## config.mk

```make
export PLATFORM = sky130hd
export DESIGN_NAME = mips_multicycle_controller
export DESIGN_NICKNAME = d
export VERILOG_FILES = /design/src/rtl/mips_multicycle_controller.sv
export SDC_FILE = /design/constraint.sdc
export NUM_CORES = 1
export LEC_CHECK = 0
export CORE_MARGIN = 5
export CORE_UTILIZATION = 35
export CTS_CLUSTER_DIAMETER = 30
export DETAILED_ROUTE_END_ITERATION = 16
export PLACE_DENSITY = 0.77
export SYNTH_ARGS = -nofsm -noshare
export SYNTH_HDL_FRONTEND = slang
export SYNTH_SLANG_ARGS = --single-unit
```

## constraint.sdc

```tcl
create_clock -name clk -period 2.8 [get_ports clk]
set_input_delay 0.84 -clock clk [delete_from_list [all_inputs] [get_ports clk]]
set_output_delay 0.84 -clock clk [all_outputs]
set_load 0.05 [all_outputs]
```

## src/rtl/mips_multicycle_controller.sv

```systemverilog
// Main control FSM for the multicycle MIPS datapath.
// Moore sequencing of each instruction plus opcode/funct decode into ALU controls.
module mips_multicycle_controller #(
  parameter int unsigned OPCODE_WIDTH = 6,
  parameter int unsigned FUNCT_WIDTH  = 6
) (
  input  logic                    clk,
  input  logic                    rst,
  input  logic [OPCODE_WIDTH-1:0] opcode,
  input  logic [FUNCT_WIDTH-1:0]  funct,
  input  logic                    zero,
  output logic                    iord,
  output logic                    mem_write,
  output logic                    ir_write,
  output logic                    reg_dst,
  output logic                    mem_to_reg,
  output logic                    reg_write,
  output logic                    alu_src_a,
  output logic [1:0]              alu_src_b,
  output logic [1:0]              pc_src,
  output logic [2:0]              alu_control,
  output logic                    pc_en,
  output logic                    illegal_op,
  output logic [3:0]              state
);

  typedef enum logic [3:0] {
    S_FETCH    = 4'd0,
    S_DECODE   = 4'd1,
    S_MEMADR   = 4'd2,
    S_MEMREAD  = 4'd3,
    S_MEMWB    = 4'd4,
    S_MEMWRITE = 4'd5,
    S_EXECUTE  = 4'd6,
    S_ALUWB    = 4'd7,
    S_BRANCH   = 4'd8,
    S_ADDIEXEC = 4'd9,
    S_ADDIWB   = 4'd10,
    S_JUMP     = 4'd11
  } state_t;

  localparam logic [OPCODE_WIDTH-1:0] OP_RTYPE = OPCODE_WIDTH'(6'b000000);
  localparam logic [OPCODE_WIDTH-1:0] OP_LW    = OPCODE_WIDTH'(6'b100011);
  localparam logic [OPCODE_WIDTH-1:0] OP_SW    = OPCODE_WIDTH'(6'b101011);
  localparam logic [OPCODE_WIDTH-1:0] OP_BEQ   = OPCODE_WIDTH'(6'b000100);
  localparam logic [OPCODE_WIDTH-1:0] OP_ADDI  = OPCODE_WIDTH'(6'b001000);
  localparam logic [OPCODE_WIDTH-1:0] OP_J     = OPCODE_WIDTH'(6'b000010);

  localparam logic [FUNCT_WIDTH-1:0] FN_ADD = FUNCT_WIDTH'(6'b100000);
  localparam logic [FUNCT_WIDTH-1:0] FN_SUB = FUNCT_WIDTH'(6'b100010);
  localparam logic [FUNCT_WIDTH-1:0] FN_AND = FUNCT_WIDTH'(6'b100100);
  localparam logic [FUNCT_WIDTH-1:0] FN_OR  = FUNCT_WIDTH'(6'b100101);
  localparam logic [FUNCT_WIDTH-1:0] FN_SLT = FUNCT_WIDTH'(6'b101010);

  localparam logic [2:0] ALU_ADD = 3'b010;
  localparam logic [2:0] ALU_SUB = 3'b110;
  localparam logic [2:0] ALU_AND = 3'b000;
  localparam logic [2:0] ALU_OR  = 3'b001;
  localparam logic [2:0] ALU_SLT = 3'b111;

  localparam logic [1:0] SRCB_REG   = 2'b00;
  localparam logic [1:0] SRCB_FOUR  = 2'b01;
  localparam logic [1:0] SRCB_IMM   = 2'b10;
  localparam logic [1:0] SRCB_IMMSH = 2'b11;

  localparam logic [1:0] PCSRC_ALU    = 2'b00;
  localparam logic [1:0] PCSRC_ALUOUT = 2'b01;
  localparam logic [1:0] PCSRC_JUMP   = 2'b10;

  state_t     state_q;
  state_t     state_d;
  logic       pc_write;
  logic       branch;
  logic [2:0] funct_alu;
  logic       funct_ok;

  // State register; reset lands in FETCH without waiting for a clock.
  always_ff @(posedge clk or posedge rst) begin
    if (rst) begin
      state_q <= S_FETCH;
    end else begin
      state_q <= state_d;
    end
  end

  // R-type funct to ALU operation.
  always_comb begin
    funct_alu = ALU_ADD;
    funct_ok  = 1'b1;
    case (funct)
      FN_ADD:  funct_alu = ALU_ADD;
      FN_SUB:  funct_alu = ALU_SUB;
      FN_AND:  funct_alu = ALU_AND;
      FN_OR:   funct_alu = ALU_OR;
      FN_SLT:  funct_alu = ALU_SLT;
      default: funct_ok  = 1'b0;
    endcase
  end

  // Next state and Moore outputs; write enables are masked while in reset.
  always_comb begin
    state_d     = S_FETCH;
    iord        = 1'b0;
    mem_write   = 1'b0;
    ir_write    = 1'b0;
    reg_dst     = 1'b0;
    mem_to_reg  = 1'b0;
    reg_write   = 1'b0;
    alu_src_a   = 1'b0;
    alu_src_b   = SRCB_REG;
    pc_src      = PCSRC_ALU;
    alu_control = ALU_ADD;
    pc_write    = 1'b0;
    branch      = 1'b0;
    illegal_op  = 1'b0;

    case (state_q)
      S_FETCH: begin
        alu_src_b = SRCB_FOUR;
        ir_write  = 1'b1;
        pc_write  = 1'b1;
        state_d   = S_DECODE;
      end
      S_DECODE: begin
        alu_src_b = SRCB_IMMSH;
        case (opcode)
          OP_LW, OP_SW: state_d = S_MEMADR;
          OP_RTYPE:     state_d = S_EXECUTE;
          OP_BEQ:       state_d = S_BRANCH;
          OP_ADDI:      state_d = S_ADDIEXEC;
          OP_J:         state_d = S_JUMP;
          default: begin
            state_d    = S_FETCH;
            illegal_op = 1'b1;
          end
        endcase
      end
      S_MEMADR: begin
        alu_src_a = 1'b1;
        alu_src_b = SRCB_IMM;
        state_d   = (opcode == OP_LW) ? S_MEMREAD : S_MEMWRITE;
      end
      S_MEMREAD: begin
        iord    = 1'b1;
        state_d = S_MEMWB;
      end
      S_MEMWB: begin
        mem_to_reg = 1'b1;
        reg_write  = 1'b1;
      end
      S_MEMWRITE: begin
        iord      = 1'b1;
        mem_write = 1'b1;
      end
      S_EXECUTE: begin
        alu_src_a   = 1'b1;
        alu_control = funct_alu;
        illegal_op  = ~funct_ok;
        state_d     = S_ALUWB;
      end
      S_ALUWB: begin
        reg_dst   = 1'b1;
        reg_write = 1'b1;
      end
      S_BRANCH: begin
        alu_src_a   = 1'b1;
        alu_control = ALU_SUB;
        pc_src      = PCSRC_ALUOUT;
        branch      = 1'b1;
      end
      S_ADDIEXEC: begin
        alu_src_a = 1'b1;
        alu_src_b = SRCB_IMM;
        state_d   = S_ADDIWB;
      end
      S_ADDIWB: begin
        reg_write = 1'b1;
      end
      S_JUMP: begin
        pc_src   = PCSRC_JUMP;
        pc_write = 1'b1;
      end
      default: state_d = S_FETCH;
    endcase

    pc_en = pc_write | (branch & zero);

    if (rst) begin
      ir_write   = 1'b0;
      mem_write  = 1'b0;
      reg_write  = 1'b0;
      pc_en      = 1'b0;
      illegal_op = 1'b0;
    end
  end

  assign state = 4'(state_q);

endmodule
```

==> results <==
- The run finished, with violations left.
- The final reports fail on negative setup slack.
- The internal portion of the total power is between 300 and 400 µW.
- The origin of the worst setup path is funct[4].
- The critical path in this run is classified as in -> out.
- The via count of the first global-routing pass is ~830.
- When the netlist entered floorplanning its net count stood at 95.
- The reg-to-reg startpoint is state[2].
- The boundary pin count is 35.
- Routability-driven placement finished with a final weighted congestion of approximately 0.8.
- After clock tree synthesis, the clock-pin slew on the worst setup and hold paths is around 0.030 ns.
- Of the cells placed in the final design, the portion with a size suffix greater than 1 is a little over half.
- The residual overflow from global routing is 0.
- The synthesized design spends more area on one cell type than any other, namely sky130_fd_sc_hd__dfrtp_1.
- Setup repair after global routing could not meet its margin everywhere.
- The share of power burned in combinational logic is 78.8%.
- The leakage power is about 0.00057 µW.
- The worst setup path is launched from an input pin.
- The type of destination of the critical path is an output pin.
- The count of port buffers added during placement is 34.
- The routed layout has 829 vias.
- For the worst flop-to-flop path, the logic depth is 4.
- The area growth from synthesis to layout is 119%.
- The count of nets left with antenna violations once routing finished came out at 0.
- Entering global routing, the biggest net connects 12 pins.
- The site row count is 14.
- The wire length of the first global-routing pass is between 3 and 4 mm.
- In this design, the stage delay of the slowest critical-path cell is 0.40 ns.
- The utilization after layout is around four fifths.
- Once layout is complete, the cells apart from fillers number ~150.
- The critical path goes through buf_6 -> nand2b_4 -> or3_4 -> o21bai_1 -> buf_12.
- The terminus of the critical flop-to-flop path is state[0].
- The net switching power is around 420 µW.
- The clock network fraction of design power is between 8 and 9%.
- The largest buffer count on any clock path is 2.
- The worst-case IR drop observed on VDD is approximately 0.47 mV.
- The HPWL after detailed placement is approximately 1.7 mm.
- TritonCTS built the clock tree.
- The worst hold path passes through 2 cells.
- The areal power density over the cells is 650 nW/µm².
- Buffers inserted during clock tree synthesis total 3.
- The number of antenna diodes in the final layout is 0.
- The net switching fraction of the power is 53.0%.
- The synthesis-stage register bit count is 4.
- The count of mapped cells out of synthesis is 80.
- OpenSTA, run right after detailed placement, puts the worst setup slack at -0.383 ns.
- The floorplan step defined a core boundary enclosing 1510 µm².
- The library cell used most frequently in the layout, excluding fill and tap cells, is sky130_fd_sc_hd__buf_4.
- The netlist uses 33 different library cells.
- The number of antenna violations at the first check in global routing came to 0.
- The share of the Yosys chip area taken by registers is between 15 and 20%.
- The count of hold buffers inserted by post-cts repair is 0.
- The routed wirelength normalized by instance count is ~16 µm.
- Sorting the synthesized cells by area gives the leading types as sky130_fd_sc_hd__dfrtp_1 18%, sky130_fd_sc_hd__nor2_1 6.7%, sky130_fd_sc_hd__nor4_1 6.7%, sky130_fd_sc_hd__nand2b_4 4.9%, sky130_fd_sc_hd__inv_1 4.7%.
- For the final database, setup skew stands at 0.00780 ns.
- The most critical setup path has its endpoint at alu_control[2].
- The setup check on the worst reg-to-reg path leaves a slack of ~1.2 ns.
- In this run, the number of DRC markers left after iteration 0 of detailed routing was 24.
- The die width is 49.9 µm.
- The remaining routing DRC violations is 0.
- The cell count after placement is 139.
- The via density per instance is ~5.6.
- For the worst-skew pair, the clock arrives at the later sink with an insertion delay of around 0.23 ns.
- The data required time at the worst endpoint is 1.96 ns.
- The detailed-router iteration count before antenna repair is 4.
- Broken down by cell family, the worst path's largest delay share belongs to simple AND/OR/NAND/NOR gates.
- STA puts the critical path data arrival time at between 1.5 and 2 ns.
- The cell area after placement is roughly 1100 µm².
- Across the run, the number of max-cap violations was 0.
- The biggest fanout along the worst timing path is 3.
- The effective utilization at floorplan is roughly 37%.
- The root buffer selected by CTS is sky130_fd_sc_hd__clkbuf_4.
- Sequential cells account for between 10 and 15% of the total power.
- The die covers around 2500 µm².
- The source of the worst hold timing path is state[0].
- The total number of yosys warnings is 0.
- The register with the most flip-flops in the layout has 4 of them.
- In the layout the commonest cells are 25 x sky130_fd_sc_hd__buf_4, 9 x sky130_fd_sc_hd__nor2_1, 8 x sky130_fd_sc_hd__buf_12.
- The number of failing hold endpoints at the final stage is 0.
- Setup violations remaining at the end of the flow were counted as 1.
- Counting every sink on the clock net gives 4.
- The synthesized area is between 500 and 600 µm².
- Wires add up to between 2 and 2.5 mm.
- Across all setup checks in the final design, the least slack found is -0.0105 ns.
- The total routing usage reported by global routing is between 10% and 20%.
- In the finished design, the share of the clock period the worst path needs comes to 100%.
- After the last flow step, the layout net total stands at 150.
- The number of H-tree branching levels is 1.
- The class of the tightest hold or removal check is reg -> reg.
- The vertical die dimension is 49.9 µm.
- The slew of the pin with the lowest slew margin is around 0.50 ns.
- After synthesis, the largest area contributor takes up 18.0% of total cell area.
- In this run the tightest slew margin relative to its limit is 66.4%.
- The total stage count of the critical path is 5.
- The highest clock rate is around 0.36 GHz.
- For the finished layout, the period the worst path requires is 2.81 ns.
- In this run the mean area of a mapped cell was approximately 7.0 µm².
- The max-slew violation count is 0.
- The cell at the slowest stage of the critical path is sky130_fd_sc_hd__or3_4.
- After routing the design area is about 1200 µm².
- The number of buffers and inverters on the critical path is 2.
metal layers:
metal	up-vias	GRT usage, %	part of all wire [%]
met5	-	0	0
met4	0	1.31	0.81
met3	2	2.11	5.7
met2	36	37.9	54
met1	395	21.7	40
li1	396	-	-
cells in the mapped netlist (all sizes together):
| cell | number |
|---|---|
| nor2 | 10 |
| inv | 7 |
| nand2 | 7 |
| nor4 | 6 |
| nor3 | 5 |
| buf | 4 |
| dfrtp | 4 |
| nand2b | 4 |
| o21ai | 4 |
| nand3 | 3 |
| or3 | 3 |
| a211oi | 2 |
| a31oi | 2 |
| o22ai | 2 |
| o31ai | 2 |
| xor2 | 2 |
| a21oi | 1 |
| a32o | 1 |
| and2b | 1 |
| clkbuf | 1 |
| nor2b | 1 |
| nor3b | 1 |
| o211a | 1 |
| o211ai | 1 |
| o21bai | 1 |
| o32a | 1 |
| or2 | 1 |
| or2b | 1 |
| xnor2 | 1 |
power by group through the flow:
stage / Clock (µW) / Combinational [µW] / Sequential (µW)
finish: 70.0 / 626 / 98.4
global route: 75.2 / 651 / 103
CTS: 72.8 / 621 / 98.2
detailed placement: 0 / 594 / 98.4
global placement: 0 / 584 / 97.7
floorplan: 0 / 316 / 131
worst min-delay path by stage:
stage | to | slack, ns
after global routing | state[3] | 0.83
after CTS | state[0] | 0.77
final | state[0] | 0.79
after global placement | state[0] | 0.75
after detailed placement | state[0] | 0.76
after floorplan | state[0] | 0.61
what timing repair did:
item,in CTS,in global routing
endpoints found under the hold margin,0,0
gates resized for setup,49,5
pin swaps,9,2
setup endpoints to repair,6,3
buffers inserted,7,0
final cells by class:
class	instances	area, µm²
Timing Repair Buffer	55	547
Multi-Input combinational cell	64	505
Fill cell	94	285
Sequential cell	4	100
Inverter	7	26.3
Clock buffer	3	22.5
Tap cell	16	20.0
kinds of logic after synthesis:
| logic type | after synthesis | share of synthesized area (%) |
|---|---|---|
| buffers and inverters | 12 | 11.2 |
| XOR/XNOR | 3 | 4.72 |
| AO/OA/AOI/OAI | 18 | 22.5 |
| AND/OR/NAND/NOR | 43 | 43.6 |
| flip-flops | 4 | 18.0 |
per-stage QoR:
step / power (µW) / setup TNS (ns) / hold slack (ns)
after global placement: 682 / -1.08 / 0.754
final: 794 / -0.0105 / 0.792
after global routing: 829 / -0.0332 / 0.828
after CTS: 792 / 0 / 0.774
after floorplan: 447 / -0.212 / 0.606
after detailed placement: 693 / -1.27 / 0.764
tightest hold or removal path: stages, from the launching register on:
cell	delay, ns
sky130_fd_sc_hd__dfrtp_1	0.39
sky130_fd_sc_hd__buf_4	0.23
sky130_fd_sc_hd__o21ai_0	0.11
Note: power is estimated with default switching activity, not from simulation.
